$ cat config.mk
export PLATFORM = sky130hd
export DESIGN_NAME = mips_fetch_queue
export DESIGN_NICKNAME = d
export VERILOG_FILES = /design/src/rtl/mips_fetch_queue.sv
export SDC_FILE = /design/constraint.sdc
export NUM_CORES = 1
export LEC_CHECK = 0
export BUFFER_PORTS_ARGS = -buffer_cell sky130_fd_sc_hd__buf_2
export CORE_MARGIN = 5
export CORE_UTILIZATION = 45
export CTS_CLUSTER_DIAMETER = 40
export DETAILED_ROUTE_END_ITERATION = 12
export PLACE_DENSITY = 0.62
export SETUP_SLACK_MARGIN = 0.2
export SYNTH_ARGS = -nofsm -noshare
export SYNTH_HDL_FRONTEND = slang
export SYNTH_SLANG_ARGS = --single-unit
$ cat constraint.sdc
create_clock -name clock -period 3.59 [get_ports clock]
set_input_delay 0.718 -clock clock [delete_from_list [all_inputs] [get_ports clock]]
set_output_delay 0.718 -clock clock [all_outputs]
set_load 0.02 [all_outputs]
$ cat src/rtl/mips_fetch_queue.sv
// Instruction-fetch front end: credit-limited word fetches to a variable-latency
// in-order memory, a DEPTH-entry prefetch queue, and redirect flush with stale-response discard.
module mips_fetch_queue #(
    parameter int          DEPTH    = 4,
    parameter logic [31:0] RESET_PC = 32'h0000_0000,
    parameter logic [31:0] NOP      = 32'h0000_0020
) (
    input  logic        clock,
    input  logic        reset,
    output logic        imem_req,
    output logic [31:0] imem_addr,
    input  logic        imem_ack,
    input  logic        imem_rvalid,
    input  logic [31:0] imem_rdata,
    input  logic        redirect,
    input  logic [31:0] redirect_pc,
    input  logic        stall,
    output logic        ifid_valid,
    output logic [31:0] ifid_ir,
    output logic [31:0] ifid_pc
);

    localparam int AW = $clog2(DEPTH);
    localparam int CW = AW + 1;
    localparam logic [CW:0] LIMIT = (CW + 1)'(DEPTH);

    logic [31:0]   r_fetch_pc;
    logic [31:0]   r_resp_pc;
    logic [31:0]   r_q_pc [DEPTH];
    logic [31:0]   r_q_ir [DEPTH];
    logic [AW-1:0] r_head;
    logic [AW-1:0] r_tail;
    logic [CW-1:0] r_count;
    logic [CW-1:0] r_outstanding;
    logic [CW-1:0] r_discard;

    logic          w_xfer;
    logic          w_resp;
    logic          w_push;
    logic          w_pop;
    logic [31:0]   w_redirect_pc;

    always_comb begin
        w_redirect_pc = redirect_pc & 32'hFFFF_FFFC;
        imem_req      = !reset && !redirect &&
                        (({1'b0, r_count} + {1'b0, r_outstanding}) < LIMIT);
        imem_addr     = r_fetch_pc;
        w_xfer        = imem_req && imem_ack;
        w_resp        = imem_rvalid && (r_outstanding != '0);
        w_push        = w_resp && (r_discard == '0);
        w_pop         = (r_count != '0) && !stall;
        ifid_valid    = (r_count != '0);
        ifid_ir       = ifid_valid ? r_q_ir[r_head] : NOP;
        ifid_pc       = ifid_valid ? r_q_pc[r_head] : '0;
    end

    // Requests within one fetch stream are consecutive words and all stale
    // responses precede the new stream, so a running pc replaces a per-request pc FIFO.
    always_ff @(posedge clock) begin
        if (reset) begin
            r_fetch_pc    <= RESET_PC;
            r_resp_pc     <= RESET_PC;
            r_head        <= '0;
            r_tail        <= '0;
            r_count       <= '0;
            r_outstanding <= '0;
            r_discard     <= '0;
        end else if (redirect) begin
            r_fetch_pc    <= w_redirect_pc;
            r_resp_pc     <= w_redirect_pc;
            r_head        <= '0;
            r_tail        <= '0;
            r_count       <= '0;
            r_outstanding <= r_outstanding - CW'(w_resp);
            r_discard     <= r_outstanding - CW'(w_resp);
        end else begin
            if (w_xfer) begin
                r_fetch_pc <= r_fetch_pc + 32'd4;
            end
            r_outstanding <= r_outstanding + CW'(w_xfer) - CW'(w_resp);
            if (w_resp && (r_discard != '0)) begin
                r_discard <= r_discard - CW'(1);
            end
            if (w_push) begin
                r_tail    <= r_tail + AW'(1);
                r_resp_pc <= r_resp_pc + 32'd4;
            end
            if (w_pop) begin
                r_head <= r_head + AW'(1);
            end
            r_count <= r_count + CW'(w_push) - CW'(w_pop);
        end
    end

    always_ff @(posedge clock) begin
        if (!reset && !redirect && w_push) begin
            r_q_pc[r_tail] <= r_resp_pc;
            r_q_ir[r_tail] <= imem_rdata;
        end
    end

endmodule

==> flow_summary.yaml, run 1 <==
run_status:
  status: "complete, no violations"
clocking:
  path_clk_slew_ns: 0.06
  cts-resized-gates: 0
  h-tree-depth: 2
  hold_buffers: 0
  cts_max_path_buffers: 3
  postCtsSetupRepairBufs: 0
  clock-sinks: 323
  clock_latency_ns: 0.52
  cts_tree: "built"
  ctsRootBufferMaster: "clkbuf_16"
  cts_made_buffers: 44
logic_synthesis:
  yosys_register_bits: 323
  yosysWarnings: 0
  synth_area_leaders: "edfxtp_1, dfxtp_1, mux4_2"
  yosys-top-cells-count: "edfxtp_1, dfxtp_1, mux4_2, nor2b_1, nand2_1"
  synth_most_common_cell: "edfxtp_1"
  ys_seq_area_frac: 0.664
  synth_edf_count: 248
  synth_ff_type: "edfxtp_1"
  synth_top_area_cell: "edfxtp_1"
  synthCells: 898
  synthArstFlopShare: 0
  synth_top_area_frac: 0.552
  syn_area_per_cell_um2: 15.0
  synth_cell_types: 51
  synth.cell_area_um2: 13500
critical_path:
  cp_num_buf_inv: 2
  worst_path_max_delay_cell: "dfxtp_4"
  crit_end: "ifid_pc[6]"
  max_stage_delay_ns: 0.65
  worst_ep_arrival_time_ns: 2.40
  cp_num_cells: 4
  ff2ff_path_depth: 12
  r2r_slack_ns: 0.75
  worstReg2RegStart: "r_outstanding[2]"
  worstSetupPathType: "register to primary output"
  cpLargestDelayFamily: "flip-flops"
  start_kind: "register"
  critPathMaxFanout: 27
  reg2reg_to: "r_outstanding[2]"
  worstSetupEndpointType: "primary output"
  cp_data_required_time_ns: 2.87
  path_cells: "buf_12, mux4_2, nor2b_1, buf_2"
global_route:
  grt_max_degree: 64
  grt_antenna_before_repair: 1
  gr-total-overflow: 0
  track_usage: 0.171
  grt_pass1_vias: 8263
  grt_pass1_wl_um: 45900
layout:
  drive_gt1_frac: 0.302
  diodes: 0
  syn2layout_area_growth_pct: 21.9
  nNetsFinal: 1173
route:
  num_vias: 8156
  wl_per_cell_um: 19.1
  drtIter0Drc: 482
  ant_nets: 0
  wl_um: 28900
  drcViolationCount: 0
  firstDrtPassIters: 5
  routed_via_density: 5.40
placement:
  dp_hpwl_um: 18900
  port_buffers: 161
  gp_congestion: 0.818
floorplanning:
  die_area_um2: 33500
  dieHeight_um: 183
  coreArea_um2: 29600
  initial_utilization: 0.455
  pin_count: 168
  die_w_um: 183
  row_count: 63
sta:
  rsz0062_at_grt: "false"
  slew_headroom: 0.380
  period_share: 0.867
  finClkSkew_ns: 0.00933
  hold_viol_final: 0
  setup_viol: 0
  setup_tns_ns: 0
  layout_min_cycle_time_ns: 3.11
  worstMarginPinSlew_ns: 0.923
  drv_slew: 0
  fmax_ghz: 0.321
power:
  p_leak_nw: 5.81
  p_per_area_nw_per_um2: 595
  peakVddDrop_mv: 0.368
  switchingPower_mw: 2.49
  p_clk_frac: 0.443
  total_power_mw: 9.77
  p_sw_frac: 0.255
  power_frac_seq: 0.439
  combPwrFrac: 0.118
  p_int_mw: 7.28
flow_run:
  cap_viol_max_count: 0
worst_hold_path:
  hold_class: "input port to register"
-- cells by family (layout without fill, tap and decap cells) --
family          after synthesis  after routing  share of synthesized area
compound gates              108            108                     0.0511
fa+ha+maj                    18             18                     0.0178
other cells                   1              4                   0.000278
simple gates                258            258                      0.106
buf+inv                      75            293                     0.0228
xor+xnor                     49             49                     0.0318
mux                          66             66                      0.107
flops                       323            323                      0.664
-- sequential cells by signal (all words and copies together) (netlist names), named ones only --
| signal | cells |
|---|---|
| r_q_pc | 120 |
| r_resp_pc | 30 |
| r_q_ir | 128 |
| r_discard | 3 |
| r_tail | 2 |
| imem_addr | 30 |
| r_count | 3 |
| r_outstanding | 3 |
| r_head | 2 |
-- worst min path at each step --
stage | start | to | slack (ns) | cells after the start
floorplan | r_resp_pc[29] | r_q_pc[0][29] | 0.46 | 0
finish | imem_rdata[27] | r_q_ir[1][27] | 0.41 | 1
global route | imem_rdata[27] | r_q_ir[3][27] | 0.39 | 1
global placement | r_tail[1] | r_tail[1] | 0.49 | 2
CTS | imem_rdata[27] | r_q_ir[1][27] | 0.38 | 1
detailed placement | r_tail[1] | r_tail[1] | 0.51 | 2
-- cells in the final DEF, fill, tap and decap left out, drive strengths merged, types with 4 or more instances in the layout --
master	synthesis	layout
a31oi	15	15
a211oi	15	15
and2	15	15
a21boi	15	15
buf	18	187
inv	26	36
clkinv	0	14
conb	1	4
nor2b	62	62
nor2	38	38
nor3	11	11
o21ai	17	17
nand4	25	25
or3	7	7
and3	11	11
edfxtp	248	248
dfxtp	75	75
bufinv	0	5
clkbuf	31	48
o211ai	8	8
ha	16	16
mux4	62	62
nand3	25	25
nand2	46	46
xor2	32	32
a21oi	26	26
nor4	5	5
xnor2	17	17
and4	5	5
-- power by group through the flow --
stage / Clock (mW) / Combinational [mW] / Sequential, mW
after CTS: 4.43 / 1.17 / 4.29
final: 4.33 / 1.15 / 4.29
after global routing: 4.60 / 1.28 / 4.31
after floorplan: 0 / 0.765 / 4.35
after global placement: 0 / 1.16 / 4.37
after detailed placement: 0 / 1.17 / 4.37
-- layer usage --
metal	share of wire	track usage
met3	0.068	0.0325
met4	0.016	0.0432
met2	0.46	0.264
met1	0.46	0.254
met5	0.00045	0
-- metrics by stage --
stage / cell area, µm² / worst slack (ns) / instances / hold slack (ns) / utilization
5_1_grt: 16400 / 0.284 / 1509 / 0.385 / 0.554
2_1_floorplan: 13500 / 0.256 / 901 / 0.460 / -
3_3_place_gp: 14900 / 0.697 / 1429 / 0.486 / 0.504
3_5_place_dp: 14900 / 0.646 / 1429 / 0.508 / 0.504
4_1_cts: 16400 / 0.383 / 1509 / 0.377 / 0.554
6_report: 16400 / 0.477 / 1509 / 0.408 / 0.554
-- cell type report --
| type | instances | area, µm² |
|---|---|---|
| Tap cell | 390 | 488 |
| Multi-Input combinational cell | 503 | 4250 |
| Clock inverter | 32 | 365 |
| Inverter | 26 | 97.6 |
| Timing Repair Buffer | 187 | 1150 |
| Clock buffer | 48 | 1130 |
| Fill cell | 2415 | 13200 |
| Sequential cell | 323 | 8950 |
Note: power is estimated with default switching activity, not from simulation.
==> run 2: changes to the inputs <==
--- a/config.mk
+++ b/config.mk
@@ -5,11 +5,13 @@
 export SDC_FILE = /design/constraint.sdc
 export NUM_CORES = 1
 export LEC_CHECK = 0
+export ABC_AREA = 1
 export BUFFER_PORTS_ARGS = -buffer_cell sky130_fd_sc_hd__buf_2
 export CORE_MARGIN = 5
 export CORE_UTILIZATION = 45
 export CTS_CLUSTER_DIAMETER = 40
 export DETAILED_ROUTE_END_ITERATION = 12
+export GPL_TIMING_DRIVEN = 0
 export PLACE_DENSITY = 0.62
 export SETUP_SLACK_MARGIN = 0.2
 export SYNTH_ARGS = -nofsm -noshare
==> run 2 against run 1 <==
Utilization fell by 0.78 points. Sequential power hardly changed. Hold slack got worse by 0.0099 ns. Count of clock-buffer cells in the layout up 3. Final cell count up 50%. First-iteration DRC count grew 59%. Synthesized area grew 8.8%. Wire length is 37% higher. Worst setup slack lost 0.16 ns. Die area grew 8.3%. Critical endpoint is now ifid_pc[20]. Highest routed layer is now met4.
==> flow_summary.yaml, run 2 <==
run_status:
  status: "complete, no violations"
sta:
  setup_viol: 0
  period_share: 0.912
  rsz0062_at_grt: "false"
  slew_headroom: 0.490
  layout_min_cycle_time_ns: 3.27
  fmax_ghz: 0.306
  drv_slew: 0
  finClkSkew_ns: 0.0147
  hold_viol_final: 0
  worstMarginPinSlew_ns: 0.765
logic_synthesis:
  synth_area_leaders: "edfxtp_1, dfxtp_1, nor2_1"
  synth_top_family_by_area: "simple AND/OR/NAND/NOR gates"
  synth-simple-area-share: 0.210
  synthArstFlopShare: 0
  synthMuxAreaShare: 0
  synth_top_area_frac: 0.508
  syn_area_per_cell_um2: 9.39
  synth.cell_area_um2: 14700
  yosys-top-cells-count: "nor2_1, nand2_1, edfxtp_1, o21ai_0, inv_1"
  synth_cell_types: 39
  synth-adder-area-share: 0.0164
  ys_seq_area_frac: 0.610
  synth_edf_count: 248
  yosysWarnings: 0
  synth-xor-area-share: 0.00717
  yosys_register_bits: 323
  synth_most_common_cell: "nor2_1"
  synthCells: 1562
  synth_ff_type: "edfxtp_1"
  synth-compound-area-share: 0.103
  synth_top_area_cell: "edfxtp_1"
layout:
  layout_commonest_cell: "nor2_1"
  layout_common_cells: "nor2_1, nand2_1, edfxtp_1"
  largest_reg_flops: 128
  syn2layout_area_growth_pct: 20.7
  diodes: 0
  top_regs: "r_q_ir x128, r_q_pc x120"
  drive_gt1_frac: 0.172
  nNetsFinal: 1871
  final_cells: 2260
  regMostFlops: "r_q_ir"
clocking:
  cts_tree: "built"
  ctsRootBufferMaster: "clkbuf_16"
  cts_made_buffers: 44
  h-tree-depth: 2
  clock-sinks: 323
  cts_max_path_buffers: 3
  clock_latency_ns: 0.54
  path_clk_slew_ns: 0.05
  hold_buffers: 0
power:
  peakVddDrop_mv: 0.300
  p_sw_frac: 0.270
  p_int_mw: 7.07
  p_clk_frac: 0.433
  p_per_area_nw_per_um2: 548
  switchingPower_mw: 2.62
  power_frac_seq: 0.442
  total_power_mw: 9.69
  combPwrFrac: 0.125
  p_leak_nw: 6.98
global_route:
  grt_pass1_wl_um: 61400
  grt_pass1_vias: 11500
  grt_antenna_before_repair: 0
  track_usage: 0.214
  gr-total-overflow: 0
  grt_max_degree: 28
floorplanning:
  dieHeight_um: 191
  die_w_um: 191
  initial_utilization: 0.453
  coreArea_um2: 32400
  row_count: 66
  pin_count: 168
  die_area_um2: 36300
worst_hold_path:
  hold_class: "input port to register"
  whs_path_depth: 1
  holdPathEnd: "r_q_ir[0][9]"
  min_from: "imem_rdata[9]"
critical_path:
  ff2ff_path_depth: 10
  start_kind: "register"
  worst_ep_arrival_time_ns: 2.55
  r2r_slack_ns: 0.53
  reg2reg_to: "r_q_pc[1][16]"
  worstSetupPathType: "register to primary output"
  worstSetupEndpointType: "primary output"
  cp_data_required_time_ns: 2.87
  worstReg2RegStart: "r_discard[0]"
  critPathMaxFanout: 10
route:
  ant_nets: 0
  drtIter0Drc: 767
  wl_per_cell_um: 17.5
  drcViolationCount: 0
  wl_um: 39400
  firstDrtPassIters: 6
  num_vias: 11600
  routed_via_density: 5.13
placement:
  dp_hpwl_um: 27000
  place_inst: 2174
  port_buffers: 159
  gp_congestion: 0.935
flow_run:
  cap_viol_max_count: 0
[run 2: worst max-delay path: stages, from the launching register on]
cell      delay [ns]
dfxtp_1         0.30
buf_2           0.18
inv_2           0.12
buf_2           0.25
clkbuf_1        0.43
o21ai_0         0.19
a21oi_1         0.31
buf_2           0.23
[run 2: kinds of logic (layout without fill, tap and decap cells)]
family                     Yosys count  after routing
DFF                                323            323
other                                1              4
AOI/OAI and AO/OA                  293            293
buffers and inverters              188            440
and+or+nand+nor                    727            728
adders and majority gates           18             18
xor gates and xnor gates            12             12
[run 2: how the worst max path moves through the flow]
stage               endpoint  slack (ns)  depth (start not counted)
4_1_cts           ifid_pc[9]        0.24                          4
3_3_place_gp   r_q_ir[1][26]       -1.84                          7
5_1_grt          ifid_ir[27]        0.26                          7
3_5_place_dp   r_q_ir[3][26]       -0.05                          9
2_1_floorplan   r_q_ir[0][0]       -0.06                          7
6_report         ifid_pc[20]        0.32                          7
[run 2: per-stage QoR]
stage	hold slack (ns)	setup slack, ns	TNS [ns]	instance area, µm²	utilization
after floorplan	0.436	-0.0646	-16.02	14700	-
after global routing	0.381	0.257	0	17700	0.546
after global placement	0.453	-1.84	-440.03	16000	0.495
final	0.398	0.318	0	17700	0.546
after CTS	0.377	0.240	0	17600	0.545
after detailed placement	0.461	-0.0474	-1.10	16200	0.501
[run 2: timing repair]
| action | CTS | global route |
|---|---|---|
| endpoints found under the setup margin | 0 | 87 |
| setup buffers | 0 | 4 |
| resized for setup | 0 | 1 |
[run 2: metal layers]
layer | part of all wire | up-vias | GRT usage
met3 | 0.072 | 68 | 0.0348
met1 | 0.43 | 5397 | 0.284
met2 | 0.48 | 420 | 0.366
met4 | 0.023 | 0 | 0.0605
met5 | 0 | - | 0
li1 | - | 5709 | -
[run 2: layout make-up]
class / count / area [µm²]
sequential: 323 / 8950
multi-input combinational: 1055 / 4990
buffer: 71 / 342
tap: 442 / 553
clock inverter: 30 / 279
clock buffer: 51 / 1150
inverter: 117 / 439
fill: 2904 / 14700
timing repair buffer: 171 / 993
[run 2: power groups by stage]
stage,Combinational (mW),Sequential [mW],Clock (mW)
after global routing,1.35,4.30,4.42
after global placement,1.18,4.35,0
final,1.21,4.28,4.20
after floorplan,0.741,4.34,0
after CTS,1.22,4.28,4.25
after detailed placement,1.22,4.35,0
